`src/rtl/inst_pkg.sv`:
```
// rtl/inst_pkg.sv - shared instruction format, field position and loader state definitions
package inst_pkg;

  typedef enum logic [1:0] {
    FMT_R   = 2'b00,
    FMT_I   = 2'b01,
    FMT_J   = 2'b10,
    FMT_RAW = 2'b11
  } fmt_e;

  localparam int OP_LSB = 26;
  localparam int RS_LSB = 21;
  localparam int RT_LSB = 16;
  localparam int RD_LSB = 11;
  localparam int SH_LSB = 6;

  localparam logic [1:0] ST_IDLE  = 2'd0;
  localparam logic [1:0] ST_LOAD  = 2'd1;
  localparam logic [1:0] ST_WRITE = 2'd2;
  localparam logic [1:0] ST_DONE  = 2'd3;

  typedef enum logic [1:0] {
    IDLE  = ST_IDLE,
    LOAD  = ST_LOAD,
    WRITE = ST_WRITE,
    DONE  = ST_DONE
  } state_e;

endpackage

```
`src/rtl/inst_field_pack.sv`:
```
// rtl/inst_field_pack.sv - combinational packing of MIPS instruction fields into a 32-bit word
module inst_field_pack
  import inst_pkg::*;
(
  input  logic [1:0]  fmt_i,
  input  logic [5:0]  opcode_i,
  input  logic [4:0]  rs_i,
  input  logic [4:0]  rt_i,
  input  logic [4:0]  rd_i,
  input  logic [4:0]  shamt_i,
  input  logic [5:0]  funct_i,
  input  logic [15:0] imm_i,
  input  logic [25:0] target_i,
  input  logic [31:0] raw_i,
  output logic [31:0] word_o
);

  always_comb begin
    word_o = '0;
    case (fmt_e'(fmt_i))
      FMT_R: begin
        word_o[OP_LSB +: 6] = opcode_i;
        word_o[RS_LSB +: 5] = rs_i;
        word_o[RT_LSB +: 5] = rt_i;
        word_o[RD_LSB +: 5] = rd_i;
        word_o[SH_LSB +: 5] = shamt_i;
        word_o[5:0]         = funct_i;
      end
      FMT_I: begin
        word_o[OP_LSB +: 6] = opcode_i;
        word_o[RS_LSB +: 5] = rs_i;
        word_o[RT_LSB +: 5] = rt_i;
        word_o[15:0]        = imm_i;
      end
      FMT_J: begin
        word_o[OP_LSB +: 6] = opcode_i;
        word_o[25:0]        = target_i;
      end
      default: word_o = raw_i;
    endcase
  end

endmodule

```
`src/rtl/inst_rom_loader.sv`:
```
// rtl/inst_rom_loader.sv - streams packed instruction words into instruction memory at consecutive addresses
module inst_rom_loader
  import inst_pkg::*;
#(
  parameter int ADDR_W    = 8,
  parameter int BASE_ADDR = 0
) (
  input  logic              clk,
  input  logic              rst,
  input  logic              start,
  input  logic              in_valid,
  output logic              in_ready,
  input  logic              in_last,
  input  logic [1:0]        fmt,
  input  logic [5:0]        opcode,
  input  logic [4:0]        rs,
  input  logic [4:0]        rt,
  input  logic [4:0]        rd,
  input  logic [4:0]        shamt,
  input  logic [5:0]        funct,
  input  logic [15:0]       imm,
  input  logic [25:0]       target,
  input  logic [31:0]       raw,
  output logic              mem_we,
  output logic [ADDR_W-1:0] mem_addr,
  output logic [31:0]       mem_wdata,
  output logic              busy,
  output logic              done,
  output logic              full_err,
  output logic [ADDR_W:0]   count
);

  localparam logic [ADDR_W-1:0] BASE   = ADDR_W'(BASE_ADDR);
  localparam logic [ADDR_W:0]   DEPTH  = {1'b1, {ADDR_W{1'b0}}};
  localparam logic [ADDR_W:0]   CNT_1  = (ADDR_W+1)'(1);
  localparam logic [ADDR_W-1:0] ADDR_1 = ADDR_W'(1);

  state_e            state_q;
  logic              mem_we_q;
  logic [ADDR_W-1:0] addr_q;
  logic [31:0]       wdata_q;
  logic              busy_q;
  logic              done_q;
  logic              full_q;
  logic              last_q;
  logic [ADDR_W:0]   count_q;
  logic [ADDR_W:0]   count_d;
  logic [31:0]       word_d;

  inst_field_pack u_pack (
    .fmt_i    (fmt),
    .opcode_i (opcode),
    .rs_i     (rs),
    .rt_i     (rt),
    .rd_i     (rd),
    .shamt_i  (shamt),
    .funct_i  (funct),
    .imm_i    (imm),
    .target_i (target),
    .raw_i    (raw),
    .word_o   (word_d)
  );

  assign count_d = count_q + CNT_1;

  always_ff @(posedge clk or posedge rst) begin
    if (rst) begin
      state_q  <= IDLE;
      mem_we_q <= 1'b0;
      addr_q   <= BASE;
      wdata_q  <= '0;
      busy_q   <= 1'b0;
      done_q   <= 1'b0;
      full_q   <= 1'b0;
      last_q   <= 1'b0;
      count_q  <= '0;
    end else begin
      mem_we_q <= 1'b0;
      if (start) begin
        state_q <= LOAD;
        busy_q  <= 1'b1;
        done_q  <= 1'b0;
        full_q  <= 1'b0;
        count_q <= '0;
        addr_q  <= BASE;
      end else begin
        case (state_q)
          LOAD: begin
            if (in_valid) begin
              wdata_q  <= word_d;
              last_q   <= in_last;
              mem_we_q <= 1'b1;
              state_q  <= WRITE;
            end
          end
          WRITE: begin
            count_q <= count_d;
            addr_q  <= addr_q + ADDR_1;
            if (last_q) begin
              state_q <= DONE;
              busy_q  <= 1'b0;
              done_q  <= 1'b1;
            end else if (count_d == DEPTH) begin
              state_q <= DONE;
              busy_q  <= 1'b0;
              done_q  <= 1'b1;
              full_q  <= 1'b1;
            end else begin
              state_q <= LOAD;
            end
          end
          default: ;
        endcase
      end
    end
  end

  // An abort arriving during WRITE must keep the already-raised strobe off the memory bus.
  assign mem_we    = mem_we_q & ~start;
  assign in_ready  = (state_q == LOAD);
  assign mem_addr  = addr_q;
  assign mem_wdata = wdata_q;
  assign busy      = busy_q;
  assign done      = done_q;
  assign full_err  = full_q;
  assign count     = count_q;

endmodule

```
`config.mk`:
```
export PLATFORM = sky130hd
export DESIGN_NAME = inst_rom_loader
export DESIGN_NICKNAME = d
export VERILOG_FILES = /design/src/rtl/inst_pkg.sv /design/src/rtl/inst_field_pack.sv /design/src/rtl/inst_rom_loader.sv
export SDC_FILE = /design/constraint.sdc
export NUM_CORES = 1
export LEC_CHECK = 0
export BUFFER_PORTS_ARGS = -buffer_cell sky130_fd_sc_hd__buf_4
export CAP_MARGIN = 5
export CORE_MARGIN = 2
export CORE_UTILIZATION = 48
export DETAILED_ROUTE_END_ITERATION = 12
export PLACE_DENSITY = 0.95
export SLEW_MARGIN = 10
export SYNTH_ARGS = -nofsm -noshare
export SYNTH_HDL_FRONTEND = slang
export SYNTH_SLANG_ARGS = --single-unit
```
`constraint.sdc`:
```
create_clock -name clk -period 4.9 [get_ports clk]
set_clock_uncertainty 0.1 [all_clocks]
set_input_delay 0.735 -clock clk [delete_from_list [all_inputs] [get_ports clk]]
set_output_delay 0.735 -clock clk [all_outputs]
set_load 0.05 [all_outputs]
```
# --- Yosys cells after proc, flatten, opt, wreduce, memory -nomap -nowiden ---
# Cells that the tools add are included.
word_totals:
  output_inout_bits: 54
  elab_cells: 53
  ff_bits: 56
classes:
  bitwise_logic: 2
  add_sub_neg: 2
  n_eq_ne: 7
  n_reduce_logical: 9
  muxes: 24
op_table:
  columns: ["cell", "n"]
  rows:
  - ["one-hot mux 32 bit (3 select lines)", 1]
  - ["2-to-1 mux 9 bit", 2]
  - ["2-to-1 mux 8 bit", 2]
  - ["2-to-1 mux 1 bit", 14]
  - ["adder 9 x 1 -> 9 bit, second input constant", 1]
  - ["== test 9 bit, second input constant", 1]
  - ["adder 8 x 1 -> 8 bit, second input constant", 1]
  - ["2-to-1 mux 2 bit", 4]
  - ["AND reduction 3 bit", 2]
  - ["nonzero test 3 bit", 2]
  - ["== test 2 x 1 -> 1 bit, second input constant", 2]
  - ["== test 2 bit, second input constant", 2]
  - ["one-hot mux 2 bit (2 select lines)", 1]
  - ["AND reduction 2 bit", 2]
  - ["nonzero test 2 bit", 2]
  - ["inequality test 3 bit, second input constant", 1]
  - ["zero test 2 bit", 1]
  - ["inequality test 2 bit, second input constant", 1]
  - ["bitwise AND 1 bit", 1]
  - ["inverter 1 bit", 1]

# --- Longest topological paths before layout ---
logic_depth:
  word_depth: 6
  ltp_mapped: 7

# --- By module ---
# Synthesis repeated with hierarchy kept, for this count alone.
unflattened:
  hier_cells: 256
  hier_area_um2: 3195.6
modules_own_cells:
  columns: ["mod", "area_each_um2", "seq_area_each_um2", "cells_per_inst", "instances"]
  rows:
  - ["inst_rom_loader", 2482.4, 1401.3, 196, 1]
  - ["inst_field_pack", 713.2, 0.0, 60, 1]

# --- Worst setup path before layout ---
# No wires, ideal clock.
synth_path:
  path_type: "input -> output"
  from: "in start"
  to: "out mem_we"
  cell_stages: 2
  arrival_ps: 1640
  path_slack_ps: 2425
  path_cell_list: "buf_1 > nor2b_1"
synth_between:
  elab_chain_cells: 2
synth_lines:
  columns: ["element", "line", "text"]
  rows:
  - ["start, declared", "inst_rom_loader.sv:10", "input logic start,"]
  - ["inverter 1 bit (no source line)", null, null]
  - ["bitwise AND 1 bit", "inst_rom_loader.sv:119", "assign mem_we = mem_we_q & ~start;"]
  - ["end, declared", "inst_rom_loader.sv:24", "output logic mem_we,"]
# Every way passes these cells.

# --- Worst setup path in the final report ---
layout_path:
  from: "in start"
  to: "reg wdata_q[7] (netlist: mem_wdata[7])"
layout_between:
  elab_chain_cells: 2
layout_lines:
  columns: ["element", "line", "text"]
  rows:
  - ["inverter 1 bit (no source line)", null, null]
  - ["AND reduction 3 bit (no source line)", null, null]
  - ["end signal, assigned", "inst_rom_loader.sv:90", "wdata_q <= word_d;"]
  - ["end, declared", "inst_rom_loader.sv:41", "logic [31:0] wdata_q;"]
# Every way passes these cells.
# A chain may end at the register's enable or synchronous reset.

==> metrics.json <==
{
  "status": "finished, final reports clean",
  "crit_end": "mem_wdata[7]$_DFFE_PP0P_",
  "cts-resized-gates": 0,
  "synth_adder_area_share_pct": 1.23,
  "floorplan.io_pins": 167,
  "cts_bufs_inserted": 5,
  "power_density_nw_per_um2": 319,
  "area_growth_pct": 44.0,
  "worstSetupEndpointType": "flop",
  "rsz0062_at_grt": "false",
  "dp_hpwl_mm": 6.45,
  "htree_num_levels": 2,
  "post-place-cells": 533,
  "multi_input_comb_area_um2": 1540,
  "post-route-period-util_pct": 50.9,
  "sequential_fraction_of_the_synthesis_area_pct": 45.9,
  "synth-seq-cells": 56,
  "routedWlPerCell_um": 15.2,
  "timing.slew.headroom_pct": 27.5,
  "maximum_number_of_pins_on_one_net_before_global_route_repair": 57,
  "fillerInstances": 464,
  "synthXorXnorAreaFrac_pct": 4.87,
  "reg2reg_from": "state_q[1]$_DFFE_PP0P_",
  "synthSimpleGateAreaFrac_pct": 18.1,
  "report.final.slew_viol_count": 0,
  "worst_hold_path_type": "flop to flop",
  "timing.critical_path.fanout_max": 50,
  "synth_compound_area_share_pct": 9.05,
  "critical_path_class": "primary input to flop",
  "post-layout-total-power_w": 0.00140,
  "finalSetupViolCount": 0,
  "drtIter0Drc": 116,
  "route.vias.total": 2888,
  "num_rows": 29,
  "ff2ff_setup_slack_ps": 2660,
  "ys_types": 38,
  "synth_enable_flop_cells": 0,
  "cap_violations": 0,
  "detailedRoute.firstPassIterationCount": 6,
  "clkSinkCount": 56,
  "layout_setup_ws_ps": 2400,
  "cts.repair_timing.setup_buffer_count": 0,
  "post_route_cells_drive_above_1_share_pct": 42.7,
  "finish.cell_count_without_fillers": 541,
  "core_area_um2": 6240,
  "post_synthesis_cell_area_um2": 3060,
  "postRouteAntennaNets": 0,
  "crit_required_ps": 5000,
  "initial_utilization_pct": 49.0,
  "start_kind": "primary input",
  "root_buffer": "clkbuf_8",
  "chipHeight_um": 83.8,
  "yosysWarningCount": 0,
  "origin_of_the_worst_min_delay_path": "mem_wdata[8]$_DFFE_PP0P_",
  "placement.setup.worst_slack_ps": 2060,
  "overflow": 0,
  "setup-tns-final_ps": 0,
  "grt_pass1_wl_mm": 13.4,
  "arrival_ps": 2600,
  "number_of_antenna_repair_diodes": 0,
  "hold-path-cell-count": 2,
  "asyncSetResetFlopFracSynth_pct": 100,
  "syn-mean-instance-area_um2": 9.89,
  "number_of_nets_in_the_final_layout": 579,
  "post-route-drc-count": 0,
  "dieArea_um2": 7020,
  "antenna_found_initial": 0,
  "vdd_drop_max_uv": 173,
  "first_global_vias": 2902,
  "final_hold_viol_count": 0,
  "count_of_hold_fix_buffers_inserted_at_cts": 0,
  "clock_latency_ps": 310,
  "period_minus_slack_ps": 2500,
  "worst_slew_pin_slew_ps": 1090,
  "seq_area_um2": 1400,
  "clock_input_transition_at_the_sequential_cells_of_the_worst_setup_and_hold_paths_ps": 100,
  "static-leakage-power_nw": 2.26,
  "worst_r2r_path_depth": 5,
  "cp-startpoint": "start",
  "total_length_of_routed_wires_mm": 8.20,
  "globalRouteTotalUtil_pct": 23.7,
  "die-width_um": 83.8,
  "tritoncts_clock_tree": "built",
  "ctsLongestPathBuffers": 2,
  "fmax_mhz": 401,
  "yosys-mux-area-fraction_pct": 17.0,
  "postSynthCellCount": 309,
  "dominant_combinational_cell_family_by_area_after_synthesis": "simple AND/OR/NAND/NOR gates",
  "port_buffers": 166,
  "via_per_inst": 5.34,
  "synth_ff_type": "dfrtp_1",
  "synth_nets": 425,
  "globalplace.congestion": 0.817,
  "rr_endpoint": "mem_wdata[7]$_DFFE_PP0P_"
}
==> layout by cell type, fill, tap and decap left out <==
| cell type | instances |
|---|---|
| buf_4 | 166 |
| nand2_1 | 88 |
| dfrtp_1 | 56 |
| o21ai_0 | 29 |
| nor2_1 | 17 |
| mux4_2 | 16 |
| mux2i_1 | 16 |
| xor2_1 | 9 |
| xnor2_1 | 8 |
| a21oi_1 | 5 |
| nand4_1 | 5 |
| clkbuf_8 | 5 |
| and3_1 | 4 |
| inv_1 | 4 |
| or3_1 | 3 |
| and3_2 | 3 |
| ha_1 | 3 |
| nor2b_1 | 2 |
| nand3_1 | 2 |
| clkinv_2 | 2 |
| o211ai_1 | 2 |
| o31ai_1 | 2 |
| nand3_2 | 1 |
| clkinv_1 | 1 |
| nand2b_1 | 1 |
| and2_4 | 1 |
| nor3_1 | 1 |
| nor4_1 | 1 |
| a311oi_1 | 1 |
| a31o_2 | 1 |
| o2111ai_1 | 1 |
| o41a_1 | 1 |
| o32ai_2 | 1 |
| a31oi_1 | 1 |
| o31a_1 | 1 |
| and4_1 | 1 |
| a21o_1 | 1 |
| inv_6 | 1 |
| clkinvlp_4 | 1 |
==> per-layer routing <==
layer	track usage, %	up-vias	share of wire (%)
li1	-	1376	-
met1	27.7	1367	36
met2	43.6	124	55
met3	3.56	21	5.8
met4	8.94	0	2.8
met5	0	-	0
==> stage by stage <==
step / utilization (%) / hold WS (ps) / area (um2)
3_5_place_dp: 69.0 / 369 / 4310
6_report: 70.5 / 388 / 4400
2_1_floorplan: - / 398 / 3060
5_1_grt: 70.5 / 418 / 4400
3_3_place_gp: 69.0 / 361 / 4310
4_1_cts: 70.5 / 394 / 4400
==> final cells by class <==
cell class	count	share of cell area (%)
timing repair buffer	166	28.3
sequential	56	31.8
tap	77	2.19
inverter	6	0.540
multi-input combinational	228	35.1
clock inverter	3	0.483
clock buffer	5	1.56
==> Yosys cell counts (all sizes together), types with 2 or more instances <==
library cell	number	share of area (%)
nor2	17	2.1
mux2i	16	5.2
nand4	5	1.0
or3	3	0.61
o21ai	29	4.8
nand2	88	11
a21oi	5	0.82
inv	5	0.61
ha	3	1.2
o211ai	2	0.49
and3	7	1.6
dfrtp	56	46
mux4	16	12
xor2	9	2.6
xnor2	8	2.3
nand3	3	0.49
nor2b	2	0.41
o31ai	2	0.49
buf	12	2.2
clkbuf	7	0.86
==> worst min path at each step <==
stage | slack (ps) | endpoint
final | 390 | mem_wdata[8]$_DFFE_PP0P_
after global placement | 360 | mem_wdata[8]$_DFFE_PP0P_
after global routing | 420 | mem_wdata[14]$_DFFE_PP0P_
after detailed placement | 370 | mem_wdata[6]$_DFFE_PP0P_
after floorplan | 400 | last_q$_DFFE_PP0P_
after CTS | 390 | mem_wdata[31]$_DFFE_PP0P_
==> where the power goes <==
group          total (W)  internal (W)  leakage, nW  switching, W
clock           0.000253      0.000102       0.0445      0.000152
combinational   0.000574      0.000200         1.50      0.000373
sequential      0.000575      0.000531        0.720     0.0000434
total            0.00140      0.000834         2.26      0.000568
==> kinds of logic (layout without fill, tap and decap cells) <==
kind of cell               after synthesis  count (layout)
and+or+nand+nor                        130             130
buffers and inverters                   25             180
xor gates and xnor gates                17              17
muxes                                   32              32
AOI/OAI and AO/OA                       46              46
adders and majority gates                3               3
DFF                                     56              56
==> sequential cells by signal (all words and copies together), names as in the netlist <==
signal     flops
done           1
mem_we_q       1
full_err       1
count          9
last_q         1
mem_wdata     32
busy           1
mem_addr       8
state_q        2
==> critical path: stages <==
cell	delay (ps)
buf_4	230
nor2_1	100
nand3_2	570
clkinv_1	670
nand2_1	220
nand2_1	60
Power figures use the tool's default switching activity.
